===== src/rtl/timer_link_pkg.sv =====
// timer_link_pkg: shared constants and state encoding for the serial delay-timer command link.
package timer_link_pkg;
    localparam int         DELAY_W        = 4;
    localparam logic [3:0] PATTERN        = 4'b1101;
    localparam int         TICKS_PER_UNIT = 1000;
    localparam int         FRAME_W        = 4 + DELAY_W;
    typedef enum logic [1:0] {IDLE, SEND, WAIT, ACK} state_t;
endpackage


===== src/rtl/piso_shift8.sv =====
// piso_shift8: parallel-load, MSB-first serialiser; zeros shift in behind the frame.
module piso_shift8 (
    input  logic       clk,
    input  logic       reset,
    input  logic       i_load,
    input  logic       i_shift,
    input  logic [7:0] i_din,
    output logic       o_dout
);
    logic [7:0] r_sh;
    always_ff @(posedge clk or posedge reset)
        if (reset) r_sh <= '0;
        else if (i_load) r_sh <= i_din;
        else if (i_shift) r_sh <= {r_sh[6:0], 1'b0};
    assign o_dout = r_sh[7];
endmodule


===== src/rtl/timer_cmd_tx.sv =====
// timer_cmd_tx: sends {PATTERN, delay} MSB-first to the delay timer, then waits for done,
// acks it and reports completion or timeout to the host.
module timer_cmd_tx
    import timer_link_pkg::*;
#(
    parameter int WAIT_MAX = 20000
) (
    input  logic               clk,
    input  logic               reset,
    input  logic               start,
    input  logic [DELAY_W-1:0] delay,
    output logic               data,
    input  logic               done,
    output logic               ack,
    output logic               busy,
    output logic               complete,
    output logic               timeout
);
    localparam int WCNT_W = $clog2(WAIT_MAX);

    state_t            r_state, w_next;
    logic [2:0]        r_bit_cnt;
    logic [WCNT_W-1:0] r_wait_cnt;
    logic              r_ack, r_busy, r_timeout;
    logic              w_load, w_shift, w_timeout;

    always_comb begin
        w_next    = r_state;
        w_load    = 1'b0;
        w_shift   = 1'b0;
        w_timeout = 1'b0;
        case (r_state)
            IDLE: if (start) begin
                w_next = SEND;
                w_load = 1'b1;
            end
            SEND: begin
                w_shift = 1'b1;
                w_next  = (r_bit_cnt == 3'd7) ? WAIT : SEND;
            end
            WAIT: if (done) w_next = ACK;
            else if (r_wait_cnt == WCNT_W'(WAIT_MAX - 1)) begin
                w_next    = IDLE;
                w_timeout = 1'b1;
            end
            ACK: w_next = IDLE;
            default: w_next = IDLE;
        endcase
    end

    always_ff @(posedge clk or posedge reset)
        if (reset) begin
            r_state    <= IDLE;
            r_bit_cnt  <= '0;
            r_wait_cnt <= '0;
            r_ack      <= 1'b0;
            r_busy     <= 1'b0;
            r_timeout  <= 1'b0;
        end else begin
            r_state    <= w_next;
            r_bit_cnt  <= w_load ? 3'd0 : w_shift ? r_bit_cnt + 3'd1 : r_bit_cnt;
            r_wait_cnt <= (r_state == SEND) ? '0 :
                          (r_state == WAIT && !done && r_wait_cnt != '1) ? r_wait_cnt + 1'b1 : r_wait_cnt;
            r_ack      <= (w_next == ACK);
            r_busy     <= (w_next != IDLE);
            r_timeout  <= w_timeout;
        end

    // The 8th shift empties the register, so data returns to 0 on the same edge WAIT is entered.
    piso_shift8 u_piso (
        .clk    (clk),
        .reset  (reset),
        .i_load (w_load),
        .i_shift(w_shift),
        .i_din  ({PATTERN, delay}),
        .o_dout (data)
    );

    assign ack      = r_ack;
    assign complete = r_ack;
    assign busy     = r_busy;
    assign timeout  = r_timeout;
endmodule


===== config.mk =====
export PLATFORM = sky130hd
export DESIGN_NAME = timer_cmd_tx
export DESIGN_NICKNAME = d
export VERILOG_FILES = /design/src/rtl/timer_link_pkg.sv /design/src/rtl/piso_shift8.sv /design/src/rtl/timer_cmd_tx.sv
export SDC_FILE = /design/constraint.sdc
export NUM_CORES = 1
export LEC_CHECK = 0
export CAP_MARGIN = 20
export CORE_MARGIN = 3
export CORE_UTILIZATION = 44
export DETAILED_ROUTE_END_ITERATION = 10
export PLACE_DENSITY_LB_ADDON = 0.3
export SLEW_MARGIN = 20
export SYNTH_ARGS = -nofsm -noshare
export SYNTH_HDL_FRONTEND = slang
export SYNTH_HIERARCHICAL = 1
export SYNTH_SLANG_ARGS = --single-unit

===== constraint.sdc =====
create_clock -name clk -period 2.2 [get_ports clk]
set_input_delay 0.44 -clock clk [delete_from_list [all_inputs] [get_ports clk]]
set_output_delay 0.44 -clock clk [all_outputs]
set_load 0.05 [all_outputs]

Word level (Yosys, flattened, before mapping) --
Cells that the tools add are included. W data, S select, Z words.
Cells by class: $add $sub $neg 2, reduce and logical (&&, ||, !) cells 7, eq/ne operators 7, multiplexer cells 17
Operators with widths (number):
- $mux W15 | 2
- $mux W8 | 2
- $add A15 B1 Y15 const B | 1
- $eq A15 B15 Y1 const B | 1
- $ne A15 B15 Y1 const B | 1
- $mux W2 | 4
- $pmux W2 S4 | 1
- $eq A2 B2 Y1 const B | 3
- $mux W1 | 6
- $mux W3 | 2
- $reduce_bool A2 Y1 | 3
- $add A3 B1 Y3 const B | 1
- $eq A3 B3 Y1 const B | 1
- $eq A2 B1 Y1 const B | 1
- $logic_and A1 B1 Y1 | 2
- $logic_not A2 Y1 | 1
- $logic_not A1 Y1 | 1
Word-level totals: word-level logic and storage cells 40, input port bits 8, output and inout bits 5, flip-flop bits (word level) 31

Longest topological paths before layout --
Gate-level depths: netlist of run 1.
depth after elaboration 5, gate-level depth with buffers 6, mapped depth without buffers 5

Cells and area by module --
Netlist of run 1, hierarchy kept.
By module, submodules not included:
- timer_cmd_tx | cells each 120, area an instance 1206.2 um^2, times used 1, sequential area each 575.6 um^2
- piso_shift8 | cells each 35, area an instance 372.9 um^2, times used 1, sequential area each 200.2 um^2

Worst setup path after synthesis of run 1 --
Ideal clock, no wire load.
kind reg-to-reg, from register r_wait_cnt[0], to register r_wait_cnt[6], stages on the path, launching flop included 7, period minus slack after synthesis 1729 ps, arrival 1633 ps, required time 2105 ps, slack 471 ps, buffers on the path 1, library setup time 95 ps, cell sequence dfrtp_1 > ha_1 > nand4_2 > o41ai_4 > buf_6 > o211ai_1 > o31ai_1
On the way: longest elaborated chain between the ends 3, elaborated cells on any way between the ends 6, classes of those cells add/sub: 1; eq/ne: 1; mux: 2; reduce/logical: 2
Ends and longest elaborated chain:
- start: declaration | RTL line timer_cmd_tx.sv:23 | logic [WCNT_W-1:0] r_wait_cnt;
- start signal: assignment | RTL line timer_cmd_tx.sv:62 | r_wait_cnt <= (r_state == SEND) ? '0 :
- $add A15 B1 Y15 / $ne A15 B15 Y1 (equally long branches) | RTL line timer_cmd_tx.sv:63 | (r_state == WAIT && !done && r_wait_cnt != '1) ? r_wait_cnt + 1'b1 : r_wait_cnt;
- $mux W15 / $logic_and A1 B1 Y1 (equally long branches) | RTL line timer_cmd_tx.sv:63
- $mux W15 / $reduce_bool A2 Y1 (equally long branches)
Several ways; a longest one is shown, not always the timed one. The select of a mux whose other input is x is not followed. A chain may end at the register's enable or synchronous reset.

Worst setup path in the final report of run 1 --
from input done, to register r_wait_cnt[9]
On the way: longest elaborated chain between the ends 4
Ends and longest elaborated chain:
- start: declaration | RTL line timer_cmd_tx.sv:13 | input logic done,
- $logic_not A1 Y1 | RTL line timer_cmd_tx.sv:63
- $logic_and A1 B1 Y1 (2 in a row) | RTL line timer_cmd_tx.sv:63
- $reduce_bool A2 Y1 (no line)
No other way between the ends.

==> report_table.html, run 1 <==
<table>
<tr><th>Metric</th><th>Value</th></tr>
<tr><th colspan="2">Die</th></tr>
<tr><td>I/O pin cnt</td><td>13</td></tr>
<tr><td>Starting utilization of the core area</td><td>46.6%</td></tr>
<tr><td>Vertical die dimension</td><td>65.9 um</td></tr>
<tr><td>Die span in x</td><td>65.9 um</td></tr>
<tr><td>Standard-cell row count</td><td>21</td></tr>
<tr><td>Placeable core area</td><td>0.00339 mm^2</td></tr>
<tr><td>Die area</td><td>0.00434 mm^2</td></tr>
<tr><th colspan="2">Power and ir drop</th></tr>
<tr><td>Flop pwr share</td><td>45.1%</td></tr>
<tr><td>IR Drop Worst-Case VDD</td><td>0.000693 V</td></tr>
<tr><td>Fraction of power spent switching nets</td><td>37.0%</td></tr>
<tr><td>Leakage</td><td>0.000776 uW</td></tr>
<tr><td>Switching component of the power</td><td>626 uW</td></tr>
<tr><td>Internal power contribution</td><td>1070 uW</td></tr>
<tr><td>Part of the total power dissipated in combinational logic</td><td>35.0%</td></tr>
<tr><td>Clock share of power</td><td>19.9%</td></tr>
<tr><td>Areal power density over the cells</td><td>915 mW/mm^2</td></tr>
<tr><th colspan="2">Clock network</th></tr>
<tr><td>Number of H-tree levels</td><td>2</td></tr>
<tr><td>Root buffer cell</td><td>clkbuf_4</td></tr>
<tr><td>Inserted Clock Buffers</td><td>5</td></tr>
<tr><td>Hold bufs inserted after CTS</td><td>0</td></tr>
<tr><td>Total of cells resized after clock tree synthesis</td><td>0</td></tr>
<tr><td>Clock tree from TritonCTS</td><td>yes</td></tr>
<tr><td>Number of buffers between clock root and the deepest sink</td><td>2</td></tr>
<tr><td>Clock insertion delay at the later pin of the skew report</td><td>0.33 ns</td></tr>
<tr><td>Number of sinks handled by clock tree synthesis</td><td>31</td></tr>
<tr><td>Buffer count from post-CTS setup fixing</td><td>0</td></tr>
<tr><td>Clock transition time at the flip-flop clock pins of the worst setup and hold paths</td><td>0.10 ns</td></tr>
<tr><th colspan="2">Place</th></tr>
<tr><td>GP Congestion</td><td>0.843</td></tr>
<tr><td>Setup Slack @ Placement</td><td>-0.0288 ns</td></tr>
<tr><td>HPWL after detailed placement</td><td>2230 um</td></tr>
<tr><td>Number of port buffers</td><td>12</td></tr>
<tr><th colspan="2">Finish</th></tr>
<tr><td>Area Overhead vs Synth</td><td>17.3%</td></tr>
<tr><td>Post-layout net count</td><td>191</td></tr>
<tr><td>Fraction of final layout cells with drive strength greater than 1</td><td>15.6%</td></tr>
<tr><td>Number of fill cells in the layout</td><td>309</td></tr>
<tr><td>Ant. Diodes</td><td>0</td></tr>
<tr><th colspan="2">Timing</th></tr>
<tr><td>Unrepaired setup endpoints after global routing</td><td>false</td></tr>
<tr><td>Number of max-slew violations in the final report</td><td>0</td></tr>
<tr><td>Count of endpoints failing hold in the final timing report</td><td>0</td></tr>
<tr><td>Accumulated negative setup slack</td><td>0 ns</td></tr>
<tr><td>Count of endpoints failing setup in the final report</td><td>0</td></tr>
<tr><td>Slew of the pin with the lowest slew margin</td><td>0.512 ns</td></tr>
<tr><td>Max Fclk</td><td>507 MHz</td></tr>
<tr><td>Worst relative slew slack</td><td>65.8%</td></tr>
<tr><td>Final period util</td><td>89.7%</td></tr>
<tr><td>Final setup skew</td><td>0.0111 ns</td></tr>
<tr><td>Minimum setup slack in the final design</td><td>0.227 ns</td></tr>
<tr><td>Post-layout minimum cycle time</td><td>1.97 ns</td></tr>
<tr><th colspan="2">Global route</th></tr>
<tr><td>Pin count of the biggest net entering global routing</td><td>24</td></tr>
<tr><td>Initial antenna violation count</td><td>0</td></tr>
<tr><td>Global router's overall resource usage</td><td>16.6%</td></tr>
<tr><td>Via count of the first global-routing pass</td><td>1166</td></tr>
<tr><td>Overflow after GRT</td><td>0</td></tr>
<tr><td>Global-route wire length before repair</td><td>5460 um</td></tr>
<tr><th colspan="2">Setup path</th></tr>
<tr><td>Kind of capture point of the worst setup path</td><td>register</td></tr>
<tr><td>Cell depth of the worst flop-to-flop path</td><td>6</td></tr>
<tr><td>Startpoint types</td><td>input pin</td></tr>
<tr><td>Maximum fanout encountered on the critical timing path</td><td>11</td></tr>
<tr><td>Register-to-register setup slack</td><td>0.30 ns</td></tr>
<tr><td>RR Endpoint</td><td>r_wait_cnt[9]</td></tr>
<tr><td>Critical Setup Path Class</td><td>in2reg</td></tr>
<tr><td>Critical path required time</td><td>2.46 ns</td></tr>
<tr><td>Arrival time reported for the critical path endpoint</td><td>2.24 ns</td></tr>
<tr><td>Termination of the worst setup path</td><td>r_wait_cnt[9]</td></tr>
<tr><td>Start point of the critical path</td><td>done</td></tr>
<tr><td>Start of the worst register-to-register path</td><td>r_state[0]</td></tr>
<tr><th colspan="2">Yosys</th></tr>
<tr><td>Area fraction of the dominant cell type after synthesis</td><td>49.1%</td></tr>
<tr><td>Largest area contributor in the synthesized netlist</td><td>dfrtp_1</td></tr>
<tr><td>Sequential fraction of the synthesis area</td><td>49.1%</td></tr>
<tr><td>Total number of yosys warnings</td><td>6</td></tr>
<tr><td>Most used flip-flop cell after synthesis</td><td>dfrtp_1</td></tr>
<tr><td>Synth top area cells</td><td>dfrtp_1 49%, mux2i_1 5.7%, nand2_1 5.2%</td></tr>
<tr><td>Most numerous cell in the Yosys netlist</td><td>dfrtp_1</td></tr>
<tr><td>Area of the mapped netlist</td><td>0.00158 mm^2</td></tr>
<tr><td>Number of standard cells after synthesis</td><td>155</td></tr>
<tr><td>Ys async rst share</td><td>100%</td></tr>
<tr><td>Distinct cell type count after synthesis</td><td>38</td></tr>
<tr><td>#FFs+latches synth</td><td>31</td></tr>
<tr><td>Synthesized area per cell</td><td>10.2 um^2</td></tr>
<tr><td>Top cells by instance count after synthesis</td><td>31 x dfrtp_1, 22 x nand2_1, 9 x mux2i_1, 9 x o21ai_1, 7 x o21ai_0</td></tr>
<tr><td>Number of synthesized flops with an enable pin</td><td>0</td></tr>
<tr><th colspan="2">Drt</th></tr>
<tr><td>Via count</td><td>1273</td></tr>
<tr><td>Routed length per placed instance</td><td>13.7 um</td></tr>
<tr><td>Final WL</td><td>3100 um</td></tr>
<tr><td>Drt via density</td><td>5.63</td></tr>
<tr><td>Remaining routing DRC violations</td><td>0</td></tr>
<tr><td>Initial DRT Pass Iterations</td><td>5</td></tr>
<tr><td>Number of nets with antenna violations after routing</td><td>0</td></tr>
<tr><td>Detailed router's first-iteration violation count</td><td>84</td></tr>
<tr><th colspan="2">Worst hold path</th></tr>
<tr><td>Worst hold-check path type</td><td>in2async</td></tr>
<tr><th colspan="2">Outcome</th></tr>
<tr><td>Status</td><td>finished clean</td></tr>
<tr><th colspan="2">Run</th></tr>
<tr><td>Count of max-cap constraint violations</td><td>0</td></tr>
</table>
## how the worst min path moves through the flow
stage | slack [ns] | start | endpoint | depth (start not counted)
2_1_floorplan | 0.26 | reset | u_piso/r_sh[0] | 1
3_3_place_gp | 0.49 | r_bit_cnt[0] | r_bit_cnt[0] | 1
3_5_place_dp | 0.54 | r_wait_cnt[4] | r_wait_cnt[4] | 1
4_1_cts | 0.40 | reset | u_piso/r_sh[3] | 2
5_1_grt | 0.41 | reset | u_piso/r_sh[0] | 2
6_report | 0.40 | reset | u_piso/r_sh[1] | 2
## power by group through the flow
stage	Clock, uW	Combinational (uW)	Sequential, uW
after floorplan	0	391	814
after global placement	0	569	766
after detailed placement	0	594	775
after CTS	345	597	763
after global routing	374	668	779
final	337	594	763
## cell families after synthesis
group,Yosys count,share of synthesized area [%]
AO/OA/AOI/OAI,39,17.4
XOR/XNOR,1,0.555
adder cells (fa/ha/maj),3,2.38
buffers and inverters,11,4.28
flip-flops,31,49.1
multiplexers,9,5.71
other,2,0.476
AND/OR/NAND/NOR,59,20.0
## critical path, cell delays in order
cell,delay [ns]
clkdlybuf4s50_1,0.44
nor3b_2,0.33
o41ai_4,0.14
buf_4,0.19
buf_4,0.14
or4_1,0.39
a21oi_1,0.17
## per-layer routing
metal  global-route usage [%]  wire (um)  up-vias
met3                     4.59        171        6
met5                        0          0        -
met2                     27.3       1510       38
met1                     20.8       1380      615
met4                     5.70         42        0
li1                         -          -      614
## flip-flops by register name (all words and copies together) (netlist names)
register and cells:
timeout 1, r_bit_cnt 3, r_wait_cnt 15, r_state 2
u_piso/r_sh 8, ack 1, busy 1
## final cells by class
type	instances	area, um^2	area share (%)
timing repair buffer	22	195	10.5
tap	46	57.6	3.11
sequential	31	776	41.9
inverter	5	18.8	1.01
multi-input combinational	115	748	40.4
clock buffer	6	51.3	2.77
clock inverter	1	5.00	0.270
## layout by cell type, fill, tap and decap left out, drive strengths merged
cell and instances:
a21oi 7, and3 1, and4 2, buf 10
clkbuf 6, clkdlybuf4s50 12, clkinv 1, conb 4
dfrtp 31, ha 3, inv 5, mux2i 9
nand2 22, nand2b 4, nand3 6, nand4 5
nor2 5, nor3 3, nor3b 2, nor4 3
o211ai 2, o21a 1, o21ai 16, o22ai 1
o2bb2ai 1, o311ai 2, o31ai 5, o41a 1
o41ai 3, or2 1, or3 2, or4 3
xnor2 1
## metrics by stage
step	instance area, um^2	hold WS [ns]	total power [uW]	util (%)	instances
2_1_floorplan	1590	0.256	1210	-	157
3_3_place_gp	1770	0.491	1340	52.3	216
3_5_place_dp	1770	0.535	1370	52.3	216
4_1_cts	1830	0.402	1710	54.0	223
5_1_grt	1850	0.410	1820	54.6	226
6_report	1850	0.402	1690	54.6	226
(Power assumes the default switching activity.)
==> run 2, diff against run 1 <==
--- a/config.mk
+++ b/config.mk
@@ -13,5 +13,4 @@
 export SLEW_MARGIN = 20
 export SYNTH_ARGS = -nofsm -noshare
 export SYNTH_HDL_FRONTEND = slang
-export SYNTH_HIERARCHICAL = 1
 export SYNTH_SLANG_ARGS = --single-unit
==> report_table.html, run 2 <==
<table>
<tr><th>Metric</th><th>Value</th></tr>
<tr><th colspan="2">Global route</th></tr>
<tr><td>Global router's overall resource usage</td><td>17.4% (+0.87 points)</td></tr>
<tr><td>Global-route wire length before repair</td><td>5620 um (+3.0%)</td></tr>
<tr><td>Overflow after GRT</td><td>0 (unchanged)</td></tr>
<tr><td>Via count of the first global-routing pass</td><td>1224 (+5.0%)</td></tr>
<tr><td>Initial antenna violation count</td><td>0 (unchanged)</td></tr>
<tr><td>Pin count of the biggest net entering global routing</td><td>32 (+33%)</td></tr>
<tr><th colspan="2">Timing</th></tr>
<tr><td>Slew of the pin with the lowest slew margin</td><td>0.594 ns (+0.0823 ns)</td></tr>
<tr><td>Count of endpoints failing setup in the final report</td><td>0 (unchanged)</td></tr>
<tr><td>Post-layout minimum cycle time</td><td>1.93 ns (-0.0404 ns)</td></tr>
<tr><td>Final period util</td><td>87.9% (-1.8 points)</td></tr>
<tr><td>Unrepaired setup endpoints after global routing</td><td>false</td></tr>
<tr><td>Final setup skew</td><td>0.00453 ns (-0.00660 ns)</td></tr>
<tr><td>Number of max-slew violations in the final report</td><td>0 (unchanged)</td></tr>
<tr><td>Count of endpoints failing hold in the final timing report</td><td>0 (unchanged)</td></tr>
<tr><td>Max Fclk</td><td>517 MHz (+2.1%)</td></tr>
<tr><td>Worst relative slew slack</td><td>60.0% (-5.8 points)</td></tr>
<tr><th colspan="2">Drt</th></tr>
<tr><td>Routed length per placed instance</td><td>15.1 um (+10%)</td></tr>
<tr><td>Drt via density</td><td>5.94 (+5.5%)</td></tr>
<tr><td>Remaining routing DRC violations</td><td>0 (unchanged)</td></tr>
<tr><td>Detailed router's first-iteration violation count</td><td>103 (+23%)</td></tr>
<tr><td>Final WL</td><td>3150 um (+1.7%)</td></tr>
<tr><td>Via count</td><td>1236 (-2.9%)</td></tr>
<tr><td>Number of nets with antenna violations after routing</td><td>0 (unchanged)</td></tr>
<tr><td>Initial DRT Pass Iterations</td><td>4 (-1)</td></tr>
<tr><th colspan="2">Yosys</th></tr>
<tr><td>Synth top area cells</td><td>dfrtp_1 50%, o31ai_1 3.4%, nand2_1 2.9%</td></tr>
<tr><td>Syn_nets</td><td>156</td></tr>
<tr><td>Area of the mapped netlist</td><td>0.00154 mm^2 (-2.6%)</td></tr>
<tr><td>Synthesized area per cell</td><td>10.6 um^2 (+4.1%)</td></tr>
<tr><td>Sequential fraction of the synthesis area</td><td>50.4% (+1.3 points)</td></tr>
<tr><td>Total number of yosys warnings</td><td>0 (-6)</td></tr>
<tr><td>Most used flip-flop cell after synthesis</td><td>dfrtp_1</td></tr>
<tr><td>Number of standard cells after synthesis</td><td>145 (-6.5%)</td></tr>
<tr><td>Number of synthesized flops with an enable pin</td><td>0 (unchanged)</td></tr>
<tr><td>Distinct cell type count after synthesis</td><td>40 (+5.3%)</td></tr>
<tr><td>Ys async rst share</td><td>100% (unchanged)</td></tr>
<tr><td>Largest area contributor in the synthesized netlist</td><td>dfrtp_1</td></tr>
<tr><td>#FFs+latches synth</td><td>31 (unchanged)</td></tr>
<tr><td>Area fraction of the dominant cell type after synthesis</td><td>50.4% (+1.3 points)</td></tr>
<tr><td>Most numerous cell in the Yosys netlist</td><td>dfrtp_1</td></tr>
<tr><td>Top cells by instance count after synthesis</td><td>31 x dfrtp_1, 12 x nand2_1, 9 x inv_1, 8 x a21oi_1, 8 x o21ai_0</td></tr>
<tr><th colspan="2">Finish</th></tr>
<tr><td>Max reg flops</td><td>15 (unchanged)</td></tr>
<tr><td>Commonest cells after routing, fill and taps aside</td><td>31 x dfrtp_1, 12 x nand2_1, 12 x clkdlybuf4s50_1</td></tr>
<tr><td>Register with the most flip-flops</td><td>r_wait_cnt</td></tr>
<tr><td>Area Overhead vs Synth</td><td>15.5%</td></tr>
<tr><td>Fraction of final layout cells with drive strength greater than 1</td><td>9.15% (-6.4 points)</td></tr>
<tr><td>Final instance area</td><td>0.00178 mm^2 (-4.1%)</td></tr>
<tr><td>Ant. Diodes</td><td>0 (unchanged)</td></tr>
<tr><td>Post-layout net count</td><td>174 (-8.9%)</td></tr>
<tr><td>Most common library cell in the layout ignoring fill and taps</td><td>dfrtp_1</td></tr>
<tr><td>Top flop regs</td><td>r_wait_cnt (15), u_piso.r_sh (8), r_bit_cnt (3)</td></tr>
<tr><td>Final core utilization</td><td>55.5% (+0.84 points)</td></tr>
<tr><th colspan="2">Clock network</th></tr>
<tr><td>Clock insertion delay at the later pin of the skew report</td><td>0.33 ns (about the same)</td></tr>
<tr><td>Clock tree from TritonCTS</td><td>yes</td></tr>
<tr><td>Number of H-tree levels</td><td>2 (unchanged)</td></tr>
<tr><td>Clock transition time at the flip-flop clock pins of the worst setup and hold paths</td><td>0.09 ns (about the same)</td></tr>
<tr><td>Number of sinks handled by clock tree synthesis</td><td>31 (unchanged)</td></tr>
<tr><td>Number of buffers between clock root and the deepest sink</td><td>2 (unchanged)</td></tr>
<tr><td>Buffer count from post-CTS setup fixing</td><td>0 (unchanged)</td></tr>
<tr><td>Inserted Clock Buffers</td><td>5 (unchanged)</td></tr>
<tr><td>Hold bufs inserted after CTS</td><td>0 (unchanged)</td></tr>
<tr><td>Root buffer cell</td><td>clkbuf_4</td></tr>
<tr><td>Total of cells resized after clock tree synthesis</td><td>0 (unchanged)</td></tr>
<tr><th colspan="2">Power and ir drop</th></tr>
<tr><td>Power, Total</td><td>1630 uW (-3.9%)</td></tr>
<tr><td>IR Drop Worst-Case VDD</td><td>0.000582 V (-16%)</td></tr>
<tr><td>Leakage</td><td>0.000708 uW (-8.8%)</td></tr>
<tr><td>Areal power density over the cells</td><td>916 mW/mm^2 (+0.13%)</td></tr>
<tr><th colspan="2">Place</th></tr>
<tr><td>GP Congestion</td><td>0.902 (+7.0%)</td></tr>
<tr><td>Placed standard-cell area</td><td>0.00171 mm^2 (-3.7%)</td></tr>
<tr><td>HPWL after detailed placement</td><td>2200 um (-1.3%)</td></tr>
<tr><td>Number of port buffers</td><td>12 (unchanged)</td></tr>
<tr><th colspan="2">Worst hold path</th></tr>
<tr><td>Worst hold-check path type</td><td>in2async</td></tr>
<tr><th colspan="2">Outcome</th></tr>
<tr><td>Status</td><td>finished clean</td></tr>
<tr><th colspan="2">Setup path</th></tr>
<tr><td>Maximum fanout encountered on the critical timing path</td><td>2 (-9)</td></tr>
<tr><td>Critical Setup Path Class</td><td>reg2out</td></tr>
<tr><td>Delay-heaviest family, CP</td><td>buffers and inverters</td></tr>
<tr><td>Critical path required time</td><td>1.76 ns (-0.70 ns)</td></tr>
<tr><td>Startpoint types</td><td>register</td></tr>
<tr><td>Arrival time reported for the critical path endpoint</td><td>1.49 ns (-0.75 ns)</td></tr>
<tr><td>Slowest stage cell, crit path</td><td>clkdlybuf4s50_1</td></tr>
<tr><td>Number of buffer and inverter stages on the critical path</td><td>1 (-2)</td></tr>
<tr><td>Kind of capture point of the worst setup path</td><td>output port</td></tr>
<tr><td>CP Cell Sequence</td><td>clkdlybuf4s50_1</td></tr>
<tr><td>Largest stage delay, worst path</td><td>0.80 ns (+0.36 ns)</td></tr>
<tr><th colspan="2">Die</th></tr>
<tr><td>Die area</td><td>0.00424 mm^2 (-2.4%)</td></tr>
<tr><td>Die span in x</td><td>65.1 um (-1.2%)</td></tr>
<tr><td>Standard-cell row count</td><td>20 (-4.8%)</td></tr>
<tr><td>I/O pin cnt</td><td>13 (unchanged)</td></tr>
<tr><td>Starting utilization of the core area</td><td>48.0% (+1.4 points)</td></tr>
<tr><td>Vertical die dimension</td><td>65.1 um (-1.2%)</td></tr>
<tr><td>Placeable core area</td><td>0.00320 mm^2 (-5.5%)</td></tr>
<tr><th colspan="2">Run</th></tr>
<tr><td>Count of max-cap constraint violations</td><td>0 (unchanged)</td></tr>
</table>
[run 2: changes by cell type after synthesis, sizes merged, moves of 3 or more]
cell    change
mux2i       -8
inv         +4
o21ai       -7
nand2b      -4
nand2      -10
a22oi       +3
o22a        +3
a22o        +4
[run 2: power by group]
group	leakage [uW]	internal [uW]	switching [uW]
logic	0.000259	197	305
clock network	0.0000386	188	192
registers	0.000410	683	62.0
total	0.000708	1070	559
[run 2: per-stage QoR]
| step | hold slack (ns) | setup TNS, ns | setup WS (ns) | instances |
|---|---|---|---|---|
| final | 0.476 | 0 | 0.267 | 208 |
| after global routing | 0.515 | 0 | 0.0764 | 208 |
| after CTS | 0.484 | 0 | 0.246 | 208 |
| after detailed placement | 0.480 | -0.0188 | -0.0166 | 200 |
| after global placement | 0.464 | 0 | 0.0389 | 200 |
| after floorplan | 0.450 | 0 | 0.586 | 145 |
[run 2: cell families (layout without fill, tap and decap cells)]
family          count (synthesis)  count (layout)  share of synthesized area [%]
compound gates                 45              45                           21.6
mux                             1               1                          0.651
fa+ha+maj                       3               3                           2.44
simple gates                   50              50                           19.9
buf+inv                        15              34                           4.96
flops                          31              31                           50.4
[run 2: worst paths after layout]
check | start | end | slack, ns | cells after the start
worst min-delay path | reset | r_bit_cnt[0] | 0.48 | 3
worst max-delay path | ack | ack | 0.27 | 1
min in group clk | u_piso.r_sh[6] | u_piso.r_sh[7] | 0.50 | 1
worst min register to register | u_piso.r_sh[6] | u_piso.r_sh[7] | 0.50 | 1
worst max register to register | r_wait_cnt[0] | r_wait_cnt[3] | 0.28 | 6
max in group asynchronous | reset | u_piso.r_sh[1] | 1.44 | 3
[run 2: layout make-up]
cell class | count | area (um^2)
clock buffers | 8 | 68.8
fillers | 321 | 1430
repair buffers | 17 | 158
well taps | 44 | 55.1
inverters | 9 | 33.8
flip-flops and latches | 31 | 776
multi-input cells | 99 | 686
[run 2: metal layers]
layer  share of wire [%]  GRT usage, %  up-vias  wire length, um
li1                    -             -      596                -
met1                  44          22.5      584             1390
met2                  47          26.8       46             1470
met3                 6.1          3.93       10              192
met4                 3.0          10.4        0               93
met5                   0             0        -                0
==> run 3, diff against run 2 <==
--- a/config.mk
+++ b/config.mk
@@ -7,8 +7,9 @@
 export LEC_CHECK = 0
 export CAP_MARGIN = 20
 export CORE_MARGIN = 3
-export CORE_UTILIZATION = 44
+export CORE_UTILIZATION = 45
 export DETAILED_ROUTE_END_ITERATION = 10
+export DONT_BUFFER_PORTS = 1
 export PLACE_DENSITY_LB_ADDON = 0.3
 export SLEW_MARGIN = 20
 export SYNTH_ARGS = -nofsm -noshare
==> report_table.html, run 3 (synthesis gave the netlist of run 2 again) <==
<table>
<tr><th>Metric</th><th>Value</th></tr>
<tr><th colspan="2">Outcome</th></tr>
<tr><td>Status</td><td>finished clean</td></tr>
<tr><th colspan="2">Power and ir drop</th></tr>
<tr><td>Areal power density over the cells</td><td>925 mW/mm^2 (+0.99%)</td></tr>
<tr><td>Leakage</td><td>0.000660 uW (-6.8%)</td></tr>
<tr><td>IR Drop Worst-Case VDD</td><td>0.000622 V (+6.9%)</td></tr>
<tr><th colspan="2">Clock network</th></tr>
<tr><td>Number of buffers between clock root and the deepest sink</td><td>2 (unchanged)</td></tr>
<tr><td>Inserted Clock Buffers</td><td>5 (unchanged)</td></tr>
<tr><td>Number of H-tree levels</td><td>2 (unchanged)</td></tr>
<tr><td>Hold bufs inserted after CTS</td><td>0 (unchanged)</td></tr>
<tr><td>Clock transition time at the flip-flop clock pins of the worst setup and hold paths</td><td>0.10 ns (about the same)</td></tr>
<tr><td>Root buffer cell</td><td>clkbuf_4</td></tr>
<tr><td>Buffer count from post-CTS setup fixing</td><td>0 (unchanged)</td></tr>
<tr><td>Clock insertion delay at the later pin of the skew report</td><td>0.36 ns (+0.03 ns)</td></tr>
<tr><td>Total of cells resized after clock tree synthesis</td><td>0 (unchanged)</td></tr>
<tr><td>Number of sinks handled by clock tree synthesis</td><td>31 (unchanged)</td></tr>
<tr><td>Clock tree from TritonCTS</td><td>yes</td></tr>
<tr><th colspan="2">Drt</th></tr>
<tr><td>Detailed router's first-iteration violation count</td><td>31 (-70%)</td></tr>
<tr><td>Routed length per placed instance</td><td>15.7 um (+3.8%)</td></tr>
<tr><td>Remaining routing DRC violations</td><td>0 (unchanged)</td></tr>
<tr><td>Number of nets with antenna violations after routing</td><td>0 (unchanged)</td></tr>
<tr><td>Initial DRT Pass Iterations</td><td>4 (unchanged)</td></tr>
<tr><td>Via count</td><td>1180 (-4.5%)</td></tr>
<tr><td>Final WL</td><td>3080 um (-2.2%)</td></tr>
<tr><td>Drt via density</td><td>6.02 (+1.3%)</td></tr>
<tr><th colspan="2">Place</th></tr>
<tr><td>Placed standard-cell area</td><td>0.00159 mm^2 (-7.0%)</td></tr>
<tr><td>HPWL after detailed placement</td><td>2170 um (-1.1%)</td></tr>
<tr><td>Number of port buffers</td><td>0 (-12)</td></tr>
<tr><td>GP Congestion</td><td>0.845 (-6.3%)</td></tr>
<tr><td>Setup Slack @ Placement</td><td>0.335 ns (+0.352 ns)</td></tr>
<tr><th colspan="2">Die</th></tr>
<tr><td>Vertical die dimension</td><td>64.5 um (-1.0%)</td></tr>
<tr><td>Die span in x</td><td>64.5 um (-1.0%)</td></tr>
<tr><td>Die area</td><td>0.00415 mm^2 (-2.0%)</td></tr>
<tr><td>Starting utilization of the core area</td><td>48.8% (+0.76 points)</td></tr>
<tr><td>Standard-cell row count</td><td>20 (unchanged)</td></tr>
<tr><td>Placeable core area</td><td>0.00315 mm^2 (-1.6%)</td></tr>
<tr><td>I/O pin cnt</td><td>13 (unchanged)</td></tr>
<tr><th colspan="2">Setup path</th></tr>
<tr><td>Kind of capture point of the worst setup path</td><td>register</td></tr>
<tr><td>Critical Setup Path Class</td><td>reg2reg</td></tr>
<tr><td>Arrival time reported for the critical path endpoint</td><td>2.17 ns (+0.68 ns)</td></tr>
<tr><td>Critical path required time</td><td>2.48 ns (+0.72 ns)</td></tr>
<tr><td>Maximum fanout encountered on the critical timing path</td><td>16 (+14)</td></tr>
<tr><td>Startpoint types</td><td>register</td></tr>
<tr><th colspan="2">Run</th></tr>
<tr><td>Count of max-cap constraint violations</td><td>0 (unchanged)</td></tr>
<tr><th colspan="2">Finish</th></tr>
<tr><td>Number of fill cells in the layout</td><td>312 (-2.8%)</td></tr>
<tr><td>Post-layout net count</td><td>162 (-6.9%)</td></tr>
<tr><td>Ant. Diodes</td><td>0 (unchanged)</td></tr>
<tr><td>Register with the most flip-flops</td><td>r_wait_cnt</td></tr>
<tr><td>Top flop regs</td><td>r_wait_cnt (15), u_piso.r_sh (8), r_bit_cnt (3)</td></tr>
<tr><td>Area Overhead vs Synth</td><td>6.67%</td></tr>
<tr><td>Most common library cell in the layout ignoring fill and taps</td><td>dfrtp_1</td></tr>
<tr><td>Max reg flops</td><td>15 (unchanged)</td></tr>
<tr><td>Fraction of final layout cells with drive strength greater than 1</td><td>10.5% (+1.4 points)</td></tr>
<tr><td>Final instance area</td><td>0.00164 mm^2 (-7.7%)</td></tr>
<tr><td>Commonest cells after routing, fill and taps aside</td><td>31 x dfrtp_1, 12 x nand2_1, 9 x inv_1</td></tr>
<tr><th colspan="2">Global route</th></tr>
<tr><td>Via count of the first global-routing pass</td><td>1200 (-2.0%)</td></tr>
<tr><td>Overflow after GRT</td><td>0 (unchanged)</td></tr>
<tr><td>Pin count of the biggest net entering global routing</td><td>32 (unchanged)</td></tr>
<tr><td>Initial antenna violation count</td><td>0 (unchanged)</td></tr>
<tr><td>Global router's overall resource usage</td><td>17.1% (-0.39 points)</td></tr>
<tr><td>Global-route wire length before repair</td><td>5410 um (-3.8%)</td></tr>
<tr><th colspan="2">Timing</th></tr>
<tr><td>Accumulated negative setup slack</td><td>0 ns (unchanged)</td></tr>
<tr><td>Unrepaired setup endpoints after global routing</td><td>false</td></tr>
<tr><td>Post-layout minimum cycle time</td><td>1.90 ns (-0.0347 ns)</td></tr>
<tr><td>Minimum setup slack in the final design</td><td>0.302 ns (+0.0347 ns)</td></tr>
<tr><td>Final period util</td><td>86.3% (-1.6 points)</td></tr>
<tr><td>Number of max-slew violations in the final report</td><td>0 (unchanged)</td></tr>
<tr><td>Count of endpoints failing hold in the final timing report</td><td>0 (unchanged)</td></tr>
<tr><td>Worst hold margin</td><td>0.0308 ns (-0.445 ns)</td></tr>
<tr><td>Count of endpoints failing setup in the final report</td><td>0 (unchanged)</td></tr>
<tr><td>Final setup skew</td><td>0.0128 ns (+0.00823 ns)</td></tr>
<tr><td>Max Fclk</td><td>527 MHz (+1.8%)</td></tr>
<tr><td>Worst relative slew slack</td><td>57.5% (-2.5 points)</td></tr>
<tr><td>Slew of the pin with the lowest slew margin</td><td>0.632 ns (+0.0377 ns)</td></tr>
<tr><th colspan="2">Worst hold path</th></tr>
<tr><td>Worst hold-check path type</td><td>in2async</td></tr>
</table>
## run 3: final cells by class
type	count	area (um^2)	share of cell area [%]
Clock inverter	3	15.0	0.915
Tap cell	44	55.1	3.36
Timing Repair Buffer	5	37.5	2.29
Clock buffer	5	37.5	2.29
Sequential cell	31	776	47.3
Inverter	9	33.8	2.06
Multi-Input combinational cell	99	686	41.8
## run 3: final timing paths
check	slack (ns)	to	start	cells after the start
min in group clk	0.19	ack	done	2
min reg2reg	0.50	u_piso.r_sh[7]	u_piso.r_sh[6]	1
max in group asynchronous	1.87	r_wait_cnt[4]	reset	2
max reg2reg	0.30	r_wait_cnt[11]	r_wait_cnt[0]	6
min	0.03	r_bit_cnt[1]	reset	2
max	0.30	r_wait_cnt[11]	r_wait_cnt[0]	6
## run 3: worst max-delay path, cell delays in order, from the launching register on
cell and delay [ns]:
dfrtp_1 0.44, ha_1 0.26, nand4_1 0.20, o41ai_4 0.08, buf_4 0.20, or4_1 0.50
a21oi_1 0.14
## run 3: power by group
part	internal (uW)	total (uW)	switching [uW]	leakage [uW]
Combinational	157	387	230	0.000215
Clock	118	319	200	0.0000347
Sequential	683	811	129	0.000410
## run 3: layer usage
metal	global-route usage, %	up-vias	routed length, um
li1	-	574	-
met1	20.9	583	1400
met2	26.5	16	1460
met3	7.11	7	134
met4	7.12	0	82
met5	0	-	0
## run 3: per-stage QoR
stage          util [%]  cells  power (uW)
2_1_floorplan         -    145        1120
3_3_place_gp       50.4    188        1190
3_5_place_dp       50.4    188        1210
4_1_cts            52.0    196        1530
5_1_grt            52.0    196        1620
6_report           52.0    196        1520
